## config.mk

```make
export PLATFORM = sky130hd
export DESIGN_NAME = mul_seq
export DESIGN_NICKNAME = d
export VERILOG_FILES = /design/src/rtl/mul_seq.sv
export SDC_FILE = /design/constraint.sdc
export NUM_CORES = 1
export LEC_CHECK = 0
export CAP_MARGIN = 30
export CORE_AREA = 10 10 138 140
export CTS_BUF_LIST = sky130_fd_sc_hd__clkbuf_4 sky130_fd_sc_hd__clkbuf_8
export DETAILED_ROUTE_END_ITERATION = 8
export DIE_AREA = 0 0 148 150
export GPL_TIMING_DRIVEN = 0
export MAX_ROUTING_LAYER = met4
export PLACE_DENSITY = 0.82
export SLEW_MARGIN = 30
export SYNTH_ARGS = -nofsm -noshare
export SYNTH_HDL_FRONTEND = slang
export SYNTH_SLANG_ARGS = --single-unit
```

## constraint.sdc

```tcl
create_clock -name clk -period 4.8 [get_ports clk]
set_input_delay 0.48 -clock clk [delete_from_list [all_inputs] [get_ports clk]]
set_output_delay 0.48 -clock clk [all_outputs]
set_load 0.005 [all_outputs]
```

## src/rtl/mul_seq.sv

```systemverilog
// rtl/mul_seq.sv - radix-2 shift-add 32x32 multiplier (MULT/MULTU) with start/done handshake.
// Optional early completion when no multiplier bits remain: define MUL_EARLY_DONE_EN.
module mul_seq (
  input  logic        clk,
  input  logic        rst,
  input  logic        start,
  input  logic [31:0] data_a,
  input  logic [31:0] data_b,
  input  logic        sign,
  output logic [31:0] data_hi,
  output logic [31:0] data_lo,
  output logic        done,
  output logic        busy
);

  typedef enum logic [1:0] {
    S_IDLE,
    S_BUSY,
    S_DONE
  } state_e;

  state_e      state_q;
  logic [4:0]  count_q;
  logic [63:0] p_q;
  logic [31:0] mcand_q;
  logic        neg_q;

  logic [32:0] sum_d;
  logic [63:0] p_step_d;
  logic [63:0] p_d;
  logic        last_d;
  logic [63:0] prod_d;

  // Operand magnitudes; -2^31 negates to itself, which is its correct unsigned magnitude.
  logic [31:0] mag_a;
  logic [31:0] mag_b;
  assign mag_a = (sign & data_a[31]) ? (~data_a + 32'd1) : data_a;
  assign mag_b = (sign & data_b[31]) ? (~data_b + 32'd1) : data_b;

  always_comb begin
    sum_d    = {1'b0, p_q[63:32]} + (p_q[0] ? {1'b0, mcand_q} : 33'd0);
    p_step_d = {sum_d, p_q[31:1]};
  end

`ifdef MUL_EARLY_DONE_EN
  // Multiplier bits still waiting are p_q[31-count:1]; once they are all zero the
  // remaining iterations would only shift, so do that shift in one step.
  logic [31:0] pend_mask;
  logic [4:0]  align_sh;
  always_comb begin
    pend_mask = (32'hFFFF_FFFF >> count_q) & 32'hFFFF_FFFE;
    align_sh  = 5'd31 - count_q;
    last_d    = (count_q == 5'd31) || ((p_q[31:0] & pend_mask) == 32'd0);
    p_d       = last_d ? (p_step_d >> align_sh) : p_step_d;
  end
`else
  always_comb begin
    last_d = (count_q == 5'd31);
    p_d    = p_step_d;
  end
`endif

  always_ff @(posedge clk or posedge rst) begin
    if (rst) begin
      state_q <= S_IDLE;
      count_q <= 5'd0;
      p_q     <= 64'd0;
      mcand_q <= 32'd0;
      neg_q   <= 1'b0;
    end else if (start) begin
      state_q <= S_BUSY;
      count_q <= 5'd0;
      p_q     <= {32'd0, mag_b};
      mcand_q <= mag_a;
      neg_q   <= sign & (data_a[31] ^ data_b[31]);
    end else if (state_q == S_BUSY) begin
      p_q     <= p_d;
      count_q <= count_q + 5'd1;
      if (last_d) begin
        state_q <= S_DONE;
      end
    end
  end

  assign busy    = (state_q == S_BUSY);
  assign done    = (state_q == S_DONE);
  assign prod_d  = neg_q ? (~p_q + 64'd1) : p_q;
  assign data_hi = prod_d[63:32];
  assign data_lo = prod_d[31:0];

endmodule

```

; Word-level counts from Yosys, hierarchy flattened
; Index checks and enable logic that the tools add are counted.
[totals]
reg_bits = 104
in_bits = 68
output_inout_bits = 66
word_cells = 34
[op_classes]
addsub = 5
n_eq_ne = 3
mux = 11
bitwise = 7
n_reduce_logical = 3
[op_table]
columns = cell, count
row1 = 64-bit two-way mux, 3
row2 = 32-bit two-way mux, 3
row3 = "32-bit by 1-bit adder with 32-bit output, second input constant", 2
row4 = "64-bit by 1-bit adder with 64-bit output, second input constant", 1
row5 = 32-bit inverter, 2
row6 = 64-bit inverter, 1
row7 = 32-bit by 32-bit adder with 33-bit output, 1
row8 = 5-bit two-way mux, 2
row9 = 2-bit two-way mux, 3
row10 = "5-bit by 1-bit adder with 5-bit output, second input constant", 1
row11 = "5-bit == test, second input constant", 1
row12 = 2-bit nonzero test, 2
row13 = 1-bit bitwise AND, 3
row14 = "2-bit by 1-bit == test with 1-bit output, second input constant", 1
row15 = "2-bit == test, second input constant", 1
row16 = 2-bit AND reduction, 1
row17 = 1-bit XOR, 1

; Depth between registers and ports, before layout
; Gate-level depths: netlist of run 1.
[depth]
ltp_word = 4
mapped_depth = 13
depth_no_buf = 12

; Least setup slack after synthesis of run 1
; No wires, ideal clock.
[synth_timing]
path_type = flip-flop to flip-flop
from = register p_q[0]
to = register p_q[54]
setup_ns = 0.069
arrival_time_ns = 3.192
required_ns = 4.731
slack_ns = 1.538
path_stages_with_launch = 12
path_buffers = 1
synth_period_minus_slack_ns = 3.262
cell_sequence = dfrtp_1 clkbuf_1 and2_1 ha_1 and3_1 a221oi_1 a211oi_1 a311oi_1 o31ai_1 a21o_1 or4_1 nand3_1
[synth_via]
elab_chain_len = 4
[synth_rtl]
columns = item, line_no
row1 = "start, declared", 24  ; logic [63:0] p_q;
row2 = "start signal, assigned", 73  ; p_q <= {32'd0, mag_b};
row3 = "start signal, assigned", 77  ; p_q <= p_d;
row4 = 32-bit two-way mux, 41  ; sum_d = {1'b0, p_q[63:32]} + (p_q[0] ? {1'b0, mcand_q} : 33'd0);
row5 = 32-bit by 32-bit adder with 33-bit output, 41
row6 = 64-bit two-way mux, 76  ; end else if (state_q == S_BUSY) begin
row7 = 64-bit two-way mux, 70  ; end else if (start) begin
; Every way passes these cells. The select of a mux whose other input is x is not followed.
; A chain may end at the register's enable or synchronous reset.

; Worst setup path in the final report of run 1
[layout_timing]
from = register p_q[28]
to = output port data_hi[22]
[layout_via]
elab_chain_len = 3
[layout_rtl]
columns = item, line_no
row1 = 64-bit inverter, 87  ; assign prod_d = neg_q ? (~p_q + 64'd1) : p_q;
row2 = 64-bit by 1-bit adder with 64-bit output, 87
row3 = 64-bit two-way mux, 87
row4 = "end, declared", 10  ; output logic [31:0] data_hi,
; Every way passes these cells.

==> impl_metrics.yaml, run 1 <==
run_status:
  status: "finished clean"
critical_path:
  critPathArrivalTime_ps: 4150
  cp-start-kind: "register"
  required_ps: 4320
  endpoint_kind: "output pin"
  critical_path.max_fanout: 4
  critPathKind: "register to output pin"
placed_design:
  port_buffers: 133
  pre_cts_ws_ps: 519
  hpwl_mm: 22.7
  gp_congestion: 0.942
synth:
  synthArstFlopShare_pct: 100
  synthSimpleGateAreaFrac_pct: 23.2
  yosys-mux-area-fraction_pct: 3.65
  synth_common_cells: "141 x nand2_1, 111 x a21oi_1, 104 x dfrtp_1"
  synth-edff-count: 0
  synth_top_area_share_pct: 29.5
  synth_fa_ha_area_share_pct: 5.48
  syn_nets: 1218
  ys_warn_count: 0
  yosysSeqAreaShare_pct: 29.5
  synthFlopType: "dfrtp_1"
  syn_inst: 1112
  synth.most_common_cell: "nand2_1"
  synth_top_family_by_area: "simple AND/OR/NAND/NOR gates"
  netlist_top_cells_area: "dfrtp_1 30%, xnor2_1 10%, a21oi_1 6.3%, nand2_1 6.0%, ha_1 5.3%"
  yosysUniqueCellTypes: 60
  synthXorXnorAreaFrac_pct: 14.4
  synth_area_per_cell_um2: 7.92
  ys_seq_elements: 104
  syn-cell-area_um2: 8810
  synth_top_cell_by_area: "dfrtp_1"
  synth-compound-area-share_pct: 19.8
global_route:
  grtUsageTotal_pct: 26.5
  grt_pass1_wl_mm: 46.3
  antenna_found_initial: 0
  first_global_vias: 8920
  grt-ovfl-total: 0
  grt_max_degree: 70
flow_run:
  cap_violations: 0
floorplanning:
  die-area_um2: 22200
  die_width_um: 148
  fp.dieH_um: 150
  io_pins: 134
  placementRows: 47
  core_area_um2: 16300
  start_util_pct: 53.9
cts:
  ctsHoldBuffers: 0
  cts_tree: "done"
  clock_path_buffers: 2
  cts.reportedPaths.clkPinSlew_ps: 110
  cts_buffers: 9
  root_buffer: "clkbuf_8"
  h-tree-depth: 3
  cts.sinks: 104
  clk_latency_ps: 400
sta:
  rsz0062_at_grt: "no"
  setup_viol: 0
  relSlewSlack_pct: 42.5
  min_period_ps: 4630
  finalWorstSetupSlack_ps: 170
  period_share_pct: 96.5
  holdWs_ps: 425
  slew_violations: 0
  worst_pin_slew_ps: 863
  fmax_mhz: 216
  hold_violations: 0
  tns_ps: 0
  finClkSkew_ps: 16.1
cells_and_area:
  n_fill_cell: 1485
  n_antenna_cell: 0
  nets: 1363
  syn2layout_area_growth_pct: 20.9
  final_util_pct: 65.2
  drive_above_1_share_pct: 2.93
power:
  ir_drop_mv: 0.292
  power.total_mw: 4.43
  powerDensity_nw_per_um2: 415
  power.leakage_nw: 4.29
drt:
  wire_per_inst_um: 19.5
  post-route-drc-count: 0
  viasPerCell: 6.16
  vias: 9120
  dr.pass1.iters: 7
  wirelength_mm: 28.9
  drt_iter0_markers: 913
  ant_nets: 0
hold_path:
  hp-class: "input pin to asynchronous set/reset pin"
==> stage by stage <==
step	cells	area, um^2
floorplan	1112	8810
global placement	1465	10400
detailed placement	1466	10500
CTS	1481	10600
global route	1481	10700
finish	1481	10700
==> repair_timing <==
item                                    in CTS  in global routing
setup buffers                                0                  0
endpoints found under the hold margin        0                  0
resized for setup                            0                  1
endpoints found under the setup margin       0                  1
==> metal layers <==
| layer | up-vias | routed length (um) | track usage (%) |
|---|---|---|---|
| met5 | - | 0 | - |
| met4 | 0 | 713 | 8.42 |
| met3 | 52 | 2510 | 5.80 |
| met2 | 428 | 13600 | 41.7 |
| met1 | 4405 | 12100 | 33.3 |
| li1 | 4235 | - | - |
==> state kept, by name, summed over array words and instances (netlist names) <==
register  flops
p_q          64
mcand_q      32
state_q       2
count_q       5
neg_q         1
==> path summary, 6_finish.rpt <==
| path | slack [ps] | endpoint | startpoint | depth (start not counted) |
|---|---|---|---|---|
| max in group asynchronous | 3690 | p_q[36] | rst | 3 |
| min in group clk | 500 | mcand_q[31] | mcand_q[31] | 1 |
| max | 170 | data_hi[22] | p_q[28] | 9 |
| max reg2reg | 620 | p_q[63] | p_q[0] | 13 |
| min reg2reg | 500 | mcand_q[31] | mcand_q[31] | 1 |
| min | 420 | mcand_q[28] | rst | 2 |
==> critical path: stages, from the launching register on <==
cell	delay (ps)
dfrtp_1	440
or4_4	570
or4_1	450
or2_1	270
or3_1	360
or3_1	370
a21oi_1	360
nand2_1	110
xor2_1	270
clkdlybuf4s50_1	570
==> where the power goes <==
group / internal, mW / switching, mW / total, mW
combinational: 1.19 / 1.29 / 2.48
clock: 0.245 / 0.339 / 0.583
sequential: 1.05 / 0.311 / 1.36
==> cells by family after synthesis <==
family          Yosys count
simple gates            420
compound gates          287
xor+xnor                145
flops                   104
buf+inv                  86
fa+ha+maj                38
mux                      32
==> layout by cell type (no fill, tap or decap), types with 11 or more instances in the layout <==
cell             Yosys  final
nor4_1              14     13
clkbuf_1            46     46
o31ai_1             23     23
xnor2_1            103    103
a31oi_1             11     11
nand2_1            141    141
inv_1               23     22
a21oi_1            111    111
buf_1               12     12
ha_1                37     37
mux2i_1             31     31
o21ai_0             72     72
xor2_1              42     42
clkdlybuf4s50_1      0    133
nor3_1              31     31
nand3_1             23     23
nand4_1             13     13
a21o_1              15     15
dfrtp_1            104    104
or4_1               15     15
nor2_1              92     92
and2_1              36     36
o41ai_1             13     13
or3_1               13     13
==> final cells by class <==
cell class | count | area [um^2] | share of cell area [%]
Clock buffer | 10 | 131 | 1.23
Timing Repair Buffer | 134 | 1360 | 12.8
Tap cell | 220 | 275 | 2.58
Clock inverter | 5 | 58.8 | 0.552
Sequential cell | 104 | 2600 | 24.4
Inverter | 24 | 95.1 | 0.893
Multi-Input combinational cell | 922 | 5880 | 55.2
Buffer | 62 | 253 | 2.37
Power figures use the tool's default switching activity.
==> run 2: changes to the inputs <==
--- a/config.mk
+++ b/config.mk
@@ -13,6 +13,7 @@
 export GPL_TIMING_DRIVEN = 0
 export MAX_ROUTING_LAYER = met4
 export PLACE_DENSITY = 0.82
+export REMOVE_ABC_BUFFERS = 1
 export SLEW_MARGIN = 30
 export SYNTH_ARGS = -nofsm -noshare
 export SYNTH_HDL_FRONTEND = slang
==> run 2 against run 1 <==
Net effect: cell area shrank 1.6%; cell count shrank 4.0%; clock power shrank 5.3%; critical path depth is the same; clock skew shrank 4.2 ps; clock-buffer cell count grew 4; first-iteration DRC count shrank 14%; hold slack gained 2.4 ps; flip-flop and latch count is the same; critical path type unchanged.
==> impl_metrics.yaml, run 2 (same netlist as run 1, synthesis figures left out) <==
global_route:
  grtUsageTotal_pct: 23.4
  first_global_vias: 8104
  grt_pass1_wl_mm: 41.5
  antenna_found_initial: 1
  grt_max_degree: 126
  grt-ovfl-total: 0
critical_path:
  critical_path.max_fanout: 4
  worst_path_most_repeated_cell: "or3_1"
  critPathKind: "register to output pin"
  crit_chain: "or4_4, or4_1, or2_1, or3_1, or3_1, a21oi_1, nand2_1, xor2_1, clkdlybuf4s50_1"
  required_ps: 4320
  crit_slowest_cell: "or4_4"
  path_buf_inv: 1
  cp-start-kind: "register"
  cp_top_family: "simple AND/OR/NAND/NOR gates"
  critPathArrivalTime_ps: 4120
  max_stage_delay_ps: 580
  endpoint_kind: "output pin"
drt:
  wire_per_inst_um: 18.0
  drt_iter0_markers: 787
  post-route-drc-count: 0
  wirelength_mm: 25.5
  dr.pass1.iters: 5
  ant_nets: 0
  vias: 8413
  viasPerCell: 5.92
sta:
  rsz0062_at_grt: "yes"
  relSlewSlack_pct: 41.9
  slew_violations: 0
  tns_ps: 0
  period_share_pct: 95.8
  finClkSkew_ps: 11.9
  setup_viol: 0
  holdWs_ps: 427
  fmax_mhz: 217
  hold_violations: 0
  worst_pin_slew_ps: 866
  min_period_ps: 4600
cts:
  cts_buffers: 9
  h-tree-depth: 3
  cts.sinks: 104
  clk_latency_ps: 390
  ctsHoldBuffers: 0
  clock_path_buffers: 2
  root_buffer: "clkbuf_8"
  cts_tree: "done"
  post_cts.repair.setup_buffers: 0
  post_cts_resized: 0
  cts.reportedPaths.clkPinSlew_ps: 110
floorplanning:
  placementRows: 47
  core_area_um2: 16300
  fp.dieH_um: 150
  die-area_um2: 22200
  io_pins: 134
  die_width_um: 148
  start_util_pct: 53.9
run_status:
  status: "finished clean"
placed_design:
  port_buffers: 133
  hpwl_mm: 19.2
  gp_congestion: 0.988
cells_and_area:
  largest-register: "p_q"
  layout_commonest_cell: "nand2_1"
  nets: 1303
  reg.largest.list: "p_q (64), mcand_q (32), count_q (5)"
  largest_reg_flops: 64
  n_antenna_cell: 0
  syn2layout_area_growth_pct: 18.9
  final_cell_mix: "141 x nand2_1, 132 x clkdlybuf4s50_1, 110 x a21oi_1, 103 x xnor2_1, 102 x dfrtp_1"
  drive_above_1_share_pct: 3.49
hold_path:
  hp-class: "input pin to register"
power:
  ir_drop_mv: 0.176
  powerDensity_nw_per_um2: 410
  power.leakage_nw: 4.23
flow_run:
  cap_violations: 0
==> run 2: cell count changes in the layout (fill, tap and decap cells not counted), moves of 2 or more <==
cell      before  now
buf_1         12    0
clkbuf_4       1    4
buf_6          2    0
buf_16         1    3
dfrtp_1      104  102
clkbuf_1      46    0
==> run 2: tightest hold or removal path, delay by kind of cell <==
family | cells | cell delay, ps
buffers and inverters | 1 | 160
and+or+nand+nor | 1 | 70
AOI/OAI and AO/OA | 1 | 60
==> run 2: final timing paths <==
check	cells after the start	startpoint	to	slack (ps)
worst max-delay path	9	p_q[28]	data_hi[30]	200
worst min-delay path	3	start	p_q[10]	430
worst max register to register	11	p_q[0]	p_q[54]	800
worst min register to register	1	mcand_q[31]	mcand_q[31]	500
max in group asynchronous	3	rst	p_q[0]	3630
min in group asynchronous	2	rst	p_q[61]	500
==> run 2: stage by stage <==
step	util (%)	cells	power (mW)	setup slack, ps	instance area [um^2]
2_1_floorplan	-	1050	2.73	1450	8560
3_3_place_gp	62.2	1403	3.68	-2730	10200
3_5_place_dp	62.9	1406	3.73	549	10300
4_1_cts	64.0	1422	4.27	126	10500
5_1_grt	64.1	1422	4.61	-13.7	10500
6_report	64.1	1422	4.29	199	10500
==> run 2: area by class of cell <==
cell class / count / area (um^2)
clock buffer: 14 / 168
clock inverter: 2 / 15.0
fill: 1487 / 5870
inverter: 24 / 97.6
multi-input combinational: 922 / 5900
sequential: 104 / 2610
tap: 220 / 275
timing repair buffer: 136 / 1420
==> run 2: power by group <==
part / switching (mW) / internal (mW)
sequential: 0.325 / 1.05
clock: 0.324 / 0.227
combinational: 1.18 / 1.18
total: 1.83 / 2.46
==> run 2: metal layers <==
layer	vias up	wire, um	GRT usage [%]
li1	4115	-	-
met1	3969	11700	30.3
met2	284	11800	36.7
met3	45	1400	3.08
met4	0	651	8.42
met5	-	0	-
